==> src/rtl/tanh_act_pkg.sv <==
// Shared definitions for the 4-bit tanh activation path: code range and the
// round-half-up / saturate helper used by the input quantizer and its benches.
package tanh_act_pkg;

    localparam int TANH_IN_W = 4;
    localparam int Q_MAX     = 7;
    localparam int Q_MIN     = -8;

    // Working width for the rounding add: any IN_W up to 32 plus one guard bit.
    localparam int RS_W = 33;

    typedef struct packed {
        logic [TANH_IN_W-1:0] q;
        logic                 sat;
    } q4_res_t;

    function automatic q4_res_t round_sat_q4(input logic signed [RS_W-1:0] x,
                                             input int unsigned           frac_shift);
        logic signed [RS_W-1:0] w_half;
        logic signed [RS_W-1:0] w_t;
        q4_res_t                r_res;
        w_half    = RS_W'(1) <<< (frac_shift - 1);
        w_t       = (x + w_half) >>> frac_shift;
        r_res.sat = (w_t > RS_W'(Q_MAX)) || (w_t < RS_W'(Q_MIN));
        if (w_t > RS_W'(Q_MAX)) begin
            r_res.q = TANH_IN_W'(Q_MAX);
        end else if (w_t < RS_W'(Q_MIN)) begin
            r_res.q = TANH_IN_W'(Q_MIN);
        end else begin
            r_res.q = w_t[TANH_IN_W-1:0];
        end
        return r_res;
    endfunction

endpackage

==> src/rtl/act_skid_buf.sv <==
// Generic 2-entry valid/ready skid buffer: main output register M plus skid
// register S. Ready toward the source is registered (~S valid) only.
module act_skid_buf #(
    parameter int W = 4
) (
    input  logic         i_clk,
    input  logic         i_rst,
    input  logic [W-1:0] i_data,
    input  logic         i_valid,
    output logic         o_ready,
    output logic [W-1:0] o_data,
    output logic         o_valid,
    input  logic         i_ready
);

    logic [W-1:0] r_m_data;
    logic         r_m_vld;
    logic [W-1:0] r_s_data;
    logic         r_s_vld;
    logic         w_accept;
    logic         w_m_free;

    assign o_ready  = ~r_s_vld;
    assign o_data   = r_m_data;
    assign o_valid  = r_m_vld;
    assign w_accept = i_valid & ~r_s_vld;
    assign w_m_free = ~r_m_vld | i_ready;

    // An accept only happens with S empty, so a new sample never has to
    // overtake S: it lands in M when M frees up, otherwise it parks in S.
    always_ff @(posedge i_clk or posedge i_rst) begin
        if (i_rst) begin
            r_m_vld  <= 1'b0;
            r_m_data <= '0;
            r_s_vld  <= 1'b0;
        end else if (w_accept) begin
            if (w_m_free) begin
                r_m_data <= i_data;
                r_m_vld  <= 1'b1;
            end else begin
                r_s_vld  <= 1'b1;
            end
        end else if (i_ready) begin
            if (r_s_vld) begin
                r_m_data <= r_s_data;
                r_s_vld  <= 1'b0;
            end else begin
                r_m_vld  <= 1'b0;
            end
        end
    end

    always_ff @(posedge i_clk) begin
        if (w_accept && !w_m_free) begin
            r_s_data <= i_data;
        end
    end

endmodule

==> src/rtl/tanh4_input_quantizer.sv <==
// Rounds/saturates signed accumulator samples to 4-bit codes for the tanh stage,
// buffers them in a skid buffer and counts saturation events.
module tanh4_input_quantizer
    import tanh_act_pkg::*;
#(
    parameter int IN_W       = 8,
    parameter int FRAC_SHIFT = 4,
    parameter int SATC_W     = 16
) (
    input  logic                   clk,
    input  logic                   reset,
    input  logic signed [IN_W-1:0] In,
    input  logic                   in_valid,
    output logic                   in_ready,
    output logic [TANH_IN_W-1:0]   Out1,
    output logic                   out_valid,
    input  logic                   out_ready,
    input  logic                   sat_clr,
    output logic [SATC_W-1:0]      sat_count
);

    logic signed [RS_W-1:0] w_x;
    q4_res_t                w_res;
    logic                   w_accept;
    logic [SATC_W-1:0]      r_sat_cnt;

    // Sign-extend before the rounding add so the max positive input cannot wrap.
    assign w_x      = RS_W'(In);
    assign w_res    = round_sat_q4(w_x, FRAC_SHIFT);
    assign w_accept = in_valid & in_ready;

    always_ff @(posedge clk or posedge reset) begin
        if (reset) begin
            r_sat_cnt <= '0;
        end else if (sat_clr) begin
            r_sat_cnt <= '0;
        end else if (w_accept && w_res.sat && !(&r_sat_cnt)) begin
            r_sat_cnt <= r_sat_cnt + SATC_W'(1);
        end
    end

    assign sat_count = r_sat_cnt;

    act_skid_buf #(
        .W (TANH_IN_W)
    ) u_skid (
        .i_clk   (clk),
        .i_rst   (reset),
        .i_data  (w_res.q),
        .i_valid (in_valid),
        .o_ready (in_ready),
        .o_data  (Out1),
        .o_valid (out_valid),
        .i_ready (out_ready)
    );

endmodule

==> config.mk <==
export PLATFORM = sky130hd
export DESIGN_NAME = tanh4_input_quantizer
export DESIGN_NICKNAME = d
export VERILOG_FILES = /design/src/rtl/tanh_act_pkg.sv /design/src/rtl/act_skid_buf.sv /design/src/rtl/tanh4_input_quantizer.sv
export SDC_FILE = /design/constraint.sdc
export NUM_CORES = 1
export LEC_CHECK = 0
export ABC_AREA = 1
export BUFFER_PORTS_ARGS = -buffer_cell sky130_fd_sc_hd__buf_4
export CAP_MARGIN = 20
export CORE_MARGIN = 2
export CORE_UTILIZATION = 35
export CTS_CLUSTER_DIAMETER = 150
export CTS_CLUSTER_SIZE = 25
export DETAILED_ROUTE_END_ITERATION = 16
export PLACE_DENSITY = 0.62
export RECOVER_POWER = 25
export SETUP_SLACK_MARGIN = 0.3
export SLEW_MARGIN = 20
export SYNTH_ARGS = -nofsm -noshare
export SYNTH_HDL_FRONTEND = slang
export SYNTH_HIERARCHICAL = 1
export SYNTH_SLANG_ARGS = --single-unit
==> constraint.sdc <==
create_clock -name clk -period 1.57 [get_ports clk]
set_input_delay 0.157 -clock clk [delete_from_list [all_inputs] [get_ports clk]]
set_output_delay 0.157 -clock clk [all_outputs]
set_load 0.05 [all_outputs]
==> metrics.md, run 1 <==
| Metric | Value |
|---|---|
| Wirelength per Cell | 11.62 um |
| Netlist Area Pre-Place | 1739 um^2 |
| CP endpoint kind | flop |
| Share of the synthesized area in the top cell type | 31.65% |
| Die span in x | 74.49 um |
| VDD IR max | 0.4033 mV |
| Hold slack final | 0.2174 ns |
| Final setup viols | 0 |
| Share of cells above drive strength 1 | 39.46% |
| Crit path DAT | 1.65 ns |
| Drt drc | 0 |
| Post-DP HPWL | 2900 um |
| Synth top cells by count | nand2_1, nand3_1, inv_1 |
| Crit start category | primary input |
| Clk root buf | clkbuf_8 |
| Core ar. | 4755 um^2 |
| Hold depth | 4 |
| Final Non-Filler Cells | 366 |
| Initial core utilization | 36.58% |
| Leak pwr | 1.255 nW |
| First-pass GRT wire length | 7024 um |
| Initial antenna violation count | 0 |
| Vias in the first global route | 1553 |
| Fmax | 698.0 MHz |
| Capturing point of the worst reg2reg path | sat_count[4] |
| Clk Latency, worst-skew pair | 0.28 ns |
| IO Count | 35 |
| IO buf count | 31 |
| Post-synthesis sequential area ratio | 38.56% |
| Mapped Nets | 254 |
| Pre-CTS WS | -0.1514 ns |
| Clk buf depth | 2 |
| WHS Endpoint | u_skid/o_valid |
| First-pass iteration count of the detailed router | 4 |
| FILL cells | 479 |
| Total of max-cap violations | 0 |
| Slew headroom | 57.53% |
| GP Congestion | 0.7775 |
| Clock sink count | 26 |
| Final Max Slew Viols | 0 |
| Routed Antenna Nets | 0 |
| Critical path type | primary input to flop |
| P&R area growth vs syn | 42.66% |
| Largest net degree at the start of global routing | 24 |
| Hold Crit Class | primary input to flop |
| Power density cells | 687.4 nW/um^2 |
| Worst r2r src | sat_count[1] |
| Post-Syn Instances | 236 |
| Yosys reg bits | 26 |
| Fin Clk Skew | 0.002211 ns |
| Post-synth cell types | 24 |
| Average cell area after synthesis | 7.369 um^2 |
| Worst r2r path cells | 8 |
| Synth warn | 6 |
| Vias per inst | 4.555 |
| GRT Util Overall | 16.26% |
| Largest area contributor in the netlist | dfrtp_1 |
| Final hold vios | 0 |
| Tcrit/Tclk final | 91.25% |
| Reg2Reg Setup Slack | 0.17 ns |
| Final worst slack | 0.1374 ns |
| GRT overflow | 0 |
| # placed instances | 349 |
| CTS tree | done |
| Slew of the pin with the lowest slew margin | 0.6364 ns |
| Rows | 25 |
| Worst path required time | 1.79 ns |
| Post-synth EDFFs | 4 |
| Worst-path clk slew | 0.10 ns |
| Total wire length | 4254 um |
| Die area | 5549 um^2 |
| Vias | 1667 |
| Nets@finish | 318 |
| Inserted Clock Buffers | 3 |
| Tot Pwr | 1.706 mW |
| Tmin final | 1.433 ns |
| Status | completed |
| Post-synth ARST share | 84.62% |
| Die extent in y | 74.49 um |
| Largest cells by area after synthesis | dfrtp_1, nand2_1, nand3_1, edfxtp_1, inv_1 |
| Count leader, synth | nand2_1 |
| Antenna diode count | 0 |
| Hold path start | out_ready |
| 1st-iter DRT viols | 95 |
| RSZ-0062 raised after global routing | true |
| Max FO, Critical Path | 5 |
| Dominant synthesized flop cell | dfrtp_1 |
| H-tree lvl count | 1 |
==> worst max path at each step <==
stage | start | endpoint | slack [ns] | cells past startpoint
6_report | In[3] | sat_count[12] | 0.14 | 12
5_1_grt | In[3] | sat_count[12] | 0.05 | 12
4_1_cts | In[3] | sat_count[12] | 0.16 | 12
3_5_place_dp | In[3] | sat_count[14] | -0.15 | 12
3_3_place_gp | In[3] | sat_count[9] | -0.14 | 12
2_1_floorplan | In[3] | sat_count[7] | 0.02 | 12
==> routing by layer <==
layer	track usage, %	routed length [um]	vias to the layer above
met5	0	0	-
met4	4.960	53	0
met3	1.897	149	4
met2	26.16	1961	31
met1	22.97	2090	752
li1	-	-	880
==> worst max-delay path, cell delays in order <==
cell,delay [ns]
buf_8,0.10
ha_4,0.16
nand3_4,0.05
xor2_1,0.21
inv_2,0.07
ha_4,0.22
nor2_4,0.12
nand2_4,0.09
nor3_4,0.22
buf_6,0.15
nand2_1,0.05
nand2_1,0.05
==> sequential cells by signal, indices dropped and copies added (netlist names) <==
name and cells:
sat_count 16, u_skid/o_data 4, u_skid/r_s_data 4, u_skid/o_valid 1, u_skid/r_s_vld 1
==> cells in the final DEF (no fill, tap or decap), types with 4 or more instances in the layout <==
cell | netlist | final
nand2_4 | 2 | 4
nor2_1 | 15 | 9
dfrtp_2 | 0 | 15
buf_6 | 1 | 6
nor2_2 | 5 | 9
buf_4 | 0 | 43
inv_1 | 25 | 23
nand3_1 | 32 | 28
nand2_2 | 2 | 7
nand4_1 | 6 | 6
nor2_4 | 5 | 7
inv_2 | 7 | 6
nand3b_1 | 4 | 4
nand2_1 | 83 | 76
clkbuf_1 | 0 | 8
xor2_1 | 6 | 6
edfxtp_1 | 4 | 4
dfrtp_1 | 22 | 7
==> cells by family after synthesis <==
| logic type | synth area share, % |
|---|---|
| AOI/OAI and AO/OA | 1.726 |
| xor gates and xnor gates | 3.525 |
| adders and majority gates | 3.597 |
| buffers and inverters | 8.130 |
| DFF | 38.56 |
| and+or+nand+nor | 44.46 |
==> power breakdown <==
group          internal, mW  leakage [nW]  switching (mW)  total [mW]
clock network         0.176        0.0231           0.228       0.404
registers             0.738         0.309          0.0314       0.770
logic                 0.160         0.923           0.371       0.532
==> what timing repair did <==
item                       CTS  global route
setup buffers                5             6
hold endpoints to repair     6             0
gates resized for setup     17            20
hold buffers                 1             0
pin swaps                    6            15
cloned                       1             0
setup endpoints to repair   21            19
==> through the flow <==
step	setup TNS (ns)	instance area (um^2)	utilization, %
6_report	0	2481	52.18
3_3_place_gp	-1.712	2236	47.03
3_5_place_dp	-2.048	2236	47.03
5_1_grt	0	2481	52.18
2_1_floorplan	0	1805	-
4_1_cts	0	2407	50.63
==> area by class of cell <==
type / count / area, um^2 / area share, %
clock inverters: 1 / 3.754 / 0.1513
flip-flops and latches: 26 / 689.4 / 27.79
clock buffers: 3 / 41.29 / 1.664
repair buffers: 61 / 460.4 / 18.56
well taps: 67 / 83.83 / 3.379
inverters: 32 / 127.6 / 5.144
multi-input cells: 176 / 1075 / 43.32
Note: power is estimated with default switching activity, not from simulation.
==> run 2: changes to the inputs <==
Settings changed: CELL_PAD_IN_SITES_DETAIL_PLACEMENT set to 1, CELL_PAD_IN_SITES_GLOBAL_PLACEMENT set to 1, PLACE_DENSITY 0.62 to 0.79.
==> run 2 against run 1 <==
  * Hold slack worse by 0.060 ns
  * Clock skew up 0.0050 ns
  * Final cell count up 2.5%
  * Clock power up 27%
  * Largest cell class unchanged
  * Largest power group unchanged
  * Highest routed layer unchanged
==> metrics.md, run 2 (synthesized netlist as in run 1, its figures left out) <==
| Metric | Value |
|---|---|
| Core ar. | 4755 um^2 (unchanged) |
| FILL cells | 576 (was 479) |
| Clk root buf | clkbuf_8 (unchanged) |
| Power density cells | 706.7 nW/um^2 (was 687.4 nW/um^2) |
| Total of max-cap violations | 0 (unchanged) |
| Register Area | 689.4 um^2 (unchanged) |
| Routed Antenna Nets | 0 (unchanged) |
| Multi-input logic area | 1185 um^2 (was 1075 um^2) |
| Largest register FFs | 16 (unchanged) |
| RSZ-0062 raised after global routing | true (unchanged) |
| Most frequent cells in the layout | nand2_1, buf_4, inv_1 (was nand2_1, buf_4, nand3_1) |
| GRT overflow | 0 (unchanged) |
| Final worst slack | 0.04930 ns (was 0.1374 ns) |
| CP endpoint kind | flop (unchanged) |
| Tcrit/Tclk final | 96.86% (was 91.25%) |
| Post-DP HPWL | 3536 um (was 2900 um) |
| Switching Power | 0.6901 mW (was 0.6309 mW) |
| Crit start category | flop (was primary input) |
| Top cell by count, worst path | nand2_1 |
| CTS tree | done (unchanged) |
| Delay-heaviest family, CP | simple AND/OR/NAND/NOR gates (unchanged) |
| Vias per inst | 4.952 (was 4.555) |
| Drt drc | 0 (unchanged) |
| Status | completed (unchanged) |
| Rows | 25 (unchanged) |
| Final hold vios | 0 (unchanged) |
| Most common cell after layout, fill and taps aside | nand2_1 (unchanged) |
| Fmax | 657.6 MHz (was 698.0 MHz) |
| Vias | 1857 (was 1667) |
| Die area | 5549 um^2 (unchanged) |
| Share of cells above drive strength 1 | 50.00% (was 39.46%) |
| Crit path buffers/inverters | 3 (unchanged) |
| Pre-CTS WS | -0.1886 ns (was -0.1514 ns) |
| Critical path type | flop to flop (was primary input to flop) |
| Inserted Clock Buffers | 3 (unchanged) |
| Vias in the first global route | 1920 (was 1553) |
| IO Count | 35 (unchanged) |
| 1st-iter DRT viols | 81 (was 95) |
| CP max stage cell | dfrtp_1 (was ha_4) |
| Hold Crit Class | primary input to flop (unchanged) |
| Critical Path, Cell by Cell | inv_4 > inv_1 > nor2_4 > nand2_4 > nor3_4 > buf_6 > nand2_1 > nand2_1 (was buf_8 > ha_4 > nand3_4 > xor2_1 > inv_2 > ha_4 > nor2_4 > nand2_4 > nor3_4 > buf_6 > nand2_1 > nand2_1) |
| First-pass iteration count of the detailed router | 4 (unchanged) |
| Initial antenna violation count | 0 (unchanged) |
| Clk Latency, worst-skew pair | 0.28 ns (about the same) |
| Clk buf depth | 2 (unchanged) |
| Total wire length | 6055 um (was 4254 um) |
| Clk pwr share | 26.7% (was 23.7%) |
| Slew of the pin with the lowest slew margin | 0.6799 ns (was 0.6364 ns) |
| Hold slack final | 0.1578 ns (was 0.2174 ns) |
| GRT Util Overall | 21.67% (was 16.26%) |
| Clock sink count | 26 (unchanged) |
| Sw frac | 35.78% (was 36.99%) |
| Antenna diode count | 0 (unchanged) |
| Die span in x | 74.49 um (unchanged) |
| Die extent in y | 74.49 um (unchanged) |
| Reg2Reg Setup Slack | 0.05 ns (was 0.17 ns) |
| GP Congestion | 0.7625 (was 0.7775) |
| P&R area growth vs syn | 56.91% (was 42.66%) |
| Tmin final | 1.521 ns (was 1.433 ns) |
| Worst-path clk slew | 0.10 ns (about the same) |
| Internal power | 1.238 mW (was 1.075 mW) |
| Final Max Slew Viols | 0 (unchanged) |
| Wirelength per Cell | 16.15 um (was 11.62 um) |
| Leak pwr | 1.361 nW (was 1.255 nW) |
| Slowest stage delay, CP | 0.45 ns (was 0.22 ns) |
| Nets@finish | 327 (was 318) |
| Initial core utilization | 36.58% (unchanged) |
| First-pass GRT wire length | 9052 um (was 7024 um) |
| Largest net degree at the start of global routing | 23 (was 24) |
| Slew headroom | 54.62% (was 57.53%) |
| Final setup viols | 0 (unchanged) |
| Max FO, Critical Path | 7 (was 5) |
| Gate power share | 33.3% (was 31.2%) |
| H-tree lvl count | 1 (unchanged) |
| Flop pwr share | 40.0% (was 45.1%) |
| IO buf count | 31 (unchanged) |
| VDD IR max | 0.3612 mV (was 0.4033 mV) |
| Fin Clk Skew | 0.007205 ns (was 0.002211 ns) |
| Worst path required time | 1.79 ns (about the same) |
| Crit path DAT | 1.74 ns (was 1.65 ns) |
run 2: cell types whose count changed in the layout (fill, tap and decap cells not counted), moves of 2 or more:
cell	before	now
nand2_1	76	72
buf_8	1	3
nor2_4	7	11
buf_4	43	58
nand3_2	2	8
nor2_1	9	6
nand2_2	7	10
nand3_1	28	21
clkbuf_1	8	0
run 2: layout make-up:
type | instances | share of cell area, %
clock buffer | 4 | 2.430
multi-input combinational | 176 | 43.42
timing repair buffer | 70 | 21.14
inverter | 32 | 4.677
sequential | 26 | 25.26
tap | 67 | 3.072
run 2: worst reg2reg max path: cells and delay by family, from the launching register on:
kind                   cells  cell delay (ns)
DFF                        1             0.45
and+or+nand+nor            5             0.65
buffers and inverters      3             0.37
run 2: repair_timing:
item,in CTS,in global routing
resized for setup,23,42
pin swaps,14,30
cloned,1,0
endpoints found under the setup margin,22,27
hold buffers,1,0
setup buffers,9,11
endpoints found under the hold margin,20,0
run 2: power by group through the flow:
stage / combinational (mW) / sequential, mW / clock [mW]
global placement: 0.509 / 0.783 / 0
floorplan: 0.205 / 0.927 / 0
global route: 0.691 / 0.779 / 0.552
finish: 0.643 / 0.771 / 0.514
detailed placement: 0.524 / 0.787 / 0
CTS: 0.565 / 0.774 / 0.529
run 2: path summary, 6_finish.rpt:
kind                             startpoint               end  cells after the start
setup / recovery             u_skid/r_s_vld     sat_count[13]                      8
hold / removal                      sat_clr     sat_count[15]                      4
setup reg to reg             u_skid/r_s_vld     sat_count[13]                      8
hold reg to reg            u_skid/o_data[1]  u_skid/o_data[1]                      2
max in group asynchronous             reset      sat_count[0]                      3
min in group asynchronous             reset  u_skid/o_data[2]                      3
run 2: layer usage:
metal / part of all wire (%) / vias up / global-route usage (%)
met5: 0 / - / 0
met1: 42 / 909 / 26.28
met3: 3.4 / 8 / 2.710
met2: 53 / 48 / 39.13
met4: 1.4 / 0 / 7.937
li1: - / 892 / -
run 2: stage by stage:
stage          area [um^2]  util (%)  instances  setup TNS [ns]  power [mW]
3_3_place_gp          2236     47.03        349          -1.895       1.292
5_1_grt               2729     57.39        375        -0.01817       2.022
2_1_floorplan         1805         -        236               0       1.132
3_5_place_dp          2236     47.03        349          -2.849       1.310
6_report              2729     57.39        375               0       1.928
4_1_cts               2482     52.21        364               0       1.868
==> run 3: changes to the inputs <==
Settings changed: PLACE_DENSITY 0.79 to 0.77.
==> run 3 against run 2 <==
  * Routed wire length fell by 9.3%
  * Fmax rose by 7.6%
  * Final cell count fell by 1.6%
  * Setup slack improved by 0.11 ns
  * Combinational power fell by 9.5%
==> metrics.md, run 3 (synthesized netlist as in run 1, its figures left out) <==
| Metric | Value |
|---|---|
| Final hold vios | 0 (unchanged) |
| First-pass GRT wire length | 8576 um (was 9052 um) |
| Initial core utilization | 36.58% (unchanged) |
| GP Congestion | 0.7677 (was 0.7625) |
| P&R area growth vs syn | 51.94% (was 56.91%) |
| Die span in x | 74.49 um (unchanged) |
| Fin Clk Skew | 0.004478 ns (was 0.007205 ns) |
| Tot Pwr | 1.930 mW (was 1.928 mW) |
| Most frequent cells in the layout | nand2_1, buf_4, inv_1 (unchanged) |
| FILL cells | 592 (was 576) |
| H-tree lvl count | 1 (unchanged) |
| Hold Crit Class | primary input to flop (unchanged) |
| VDD IR max | 0.3254 mV (was 0.3612 mV) |
| Vias per inst | 4.913 (was 4.952) |
| Most common cell after layout, fill and taps aside | nand2_1 (unchanged) |
| Rows | 25 (unchanged) |
| Post-DP HPWL | 3685 um (was 3536 um) |
| Vias | 1813 (was 1857) |
| Final Max Slew Viols | 0 (unchanged) |
| Worst-path clk slew | 0.10 ns (about the same) |
| GRT overflow | 0 (unchanged) |
| GRT Util Overall | 20.37% (was 21.67%) |
| Antenna diode count | 0 (unchanged) |
| Clk root buf | clkbuf_8 (unchanged) |
| Drt drc | 0 (unchanged) |
| Vias in the first global route | 1818 (was 1920) |
| First-pass iteration count of the detailed router | 4 (unchanged) |
| Total wire length | 5491 um (was 6055 um) |
| Routed Antenna Nets | 0 (unchanged) |
| Fmax | 707.8 MHz (was 657.6 MHz) |
| Share of cells above drive strength 1 | 46.36% (was 50.00%) |
| Final setup viols | 0 (unchanged) |
| Hold slack final | 0.2271 ns (was 0.1578 ns) |
| 1st-iter DRT viols | 106 (was 81) |
| Slew of the pin with the lowest slew margin | 0.7075 ns (was 0.6799 ns) |
| IO Count | 35 (unchanged) |
| Initial antenna violation count | 0 (unchanged) |
| Leak pwr | 1.300 nW (was 1.361 nW) |
| Die area | 5549 um^2 (unchanged) |
| Largest register FFs | 16 (unchanged) |
| IO buf count | 31 (unchanged) |
| Critical path type | flop to flop (unchanged) |
| Crit start category | flop (unchanged) |
| Clk buf depth | 2 (unchanged) |
| Nets@finish | 321 (was 327) |
| CP endpoint kind | flop (unchanged) |
| Crit path DAT | 1.63 ns (was 1.74 ns) |
| Worst path required time | 1.79 ns (about the same) |
| Core ar. | 4755 um^2 (unchanged) |
| Inserted Clock Buffers | 3 (unchanged) |
| Status | completed (unchanged) |
| Die extent in y | 74.49 um (unchanged) |
| CTS tree | done (unchanged) |
| Tcrit/Tclk final | 89.99% (was 96.86%) |
| Largest net degree at the start of global routing | 17 (was 23) |
| Tmin final | 1.413 ns (was 1.521 ns) |
| Total of max-cap violations | 0 (unchanged) |
| Power density cells | 730.2 nW/um^2 (was 706.7 nW/um^2) |
| RSZ-0062 raised after global routing | true (unchanged) |
| Clock sink count | 26 (unchanged) |
| Wirelength per Cell | 14.88 um (was 16.15 um) |
| Clk Latency, worst-skew pair | 0.28 ns (about the same) |
| Slew headroom | 52.78% (was 54.62%) |
| Max FO, Critical Path | 7 (unchanged) |
==> run 3: cell count changes in the layout (fill, tap and decap cells not counted), sizes merged <==
cell	previous run	this run
clkbuf	5	9
bufinv	0	1
buf	68	57
clkinv	0	1
inv	32	31
==> run 3: power breakdown <==
| part | switching [mW] | internal (mW) |
|---|---|---|
| sequential | 0.0353 | 0.738 |
| combinational | 0.407 | 0.175 |
| clock | 0.232 | 0.342 |
==> run 3: routing by layer <==
| metal | share of wire, % | vias up | global-route usage [%] |
|---|---|---|---|
| met5 | 0 | - | 0 |
| met3 | 2.9 | 7 | 2.981 |
| met1 | 43 | 903 | 26.07 |
| li1 | - | 874 | - |
| met4 | 1.5 | 0 | 4.762 |
| met2 | 52 | 29 | 36.18 |
==> run 3: worst max-delay path, cell delays in order (launching register included) <==
cell     delay, ns
dfrtp_2       0.40
ha_4          0.16
nand2_4       0.06
nor2_4        0.13
buf_6         0.13
nand4_4       0.15
nand2_4       0.18
nand3_1       0.08
nand2_1       0.06
==> run 3: area by class of cell <==
type | instances | area [um^2] | area share, %
Multi-Input combinational cell | 176 | 1162 | 43.99
Sequential cell | 26 | 688.2 | 26.04
Timing Repair Buffer | 64 | 511.7 | 19.37
Inverter | 32 | 125.1 | 4.735
Tap cell | 67 | 83.83 | 3.172
Clock buffer | 3 | 41.29 | 1.563
Clock inverter | 1 | 30.03 | 1.136
==> run 3: path summary, 6_finish.rpt <==
| check | startpoint | endpoint | slack (ns) | cells after the start |
|---|---|---|---|---|
| setup / recovery | sat_count[0] | sat_count[5] | 0.16 | 8 |
| hold / removal | in_valid | u_skid/o_valid | 0.23 | 3 |
| max in group asynchronous | reset | sat_count[13] | 0.51 | 3 |
| min in group asynchronous | reset | u_skid/o_data[1] | 0.37 | 3 |
| setup reg to reg | sat_count[0] | sat_count[5] | 0.16 | 8 |
| hold reg to reg | u_skid/o_data[1] | u_skid/o_data[1] | 0.50 | 2 |
==> run 3: repair_timing <==
| item | CTS | global route |
|---|---|---|
| cloned | 1 | 0 |
| pin swaps | 19 | 28 |
| endpoints found under the setup margin | 19 | 25 |
| resized for setup | 22 | 29 |
| hold endpoints to repair | 6 | 0 |
| setup buffers | 8 | 10 |
| hold buffers | 1 | 0 |
==> run 3: per-stage QoR <==
stage	setup WS [ns]	cell area [um^2]	setup TNS, ns	utilization [%]	cells
global placement	-0.1557	2231	-2.159	46.92	345
detailed placement	-0.2050	2231	-2.974	46.92	345
floorplan	0.02126	1805	0	-	236
global route	0.07544	2643	0	55.58	369
finish	0.1572	2643	0	55.58	369
CTS	0.1257	2469	0	51.92	359
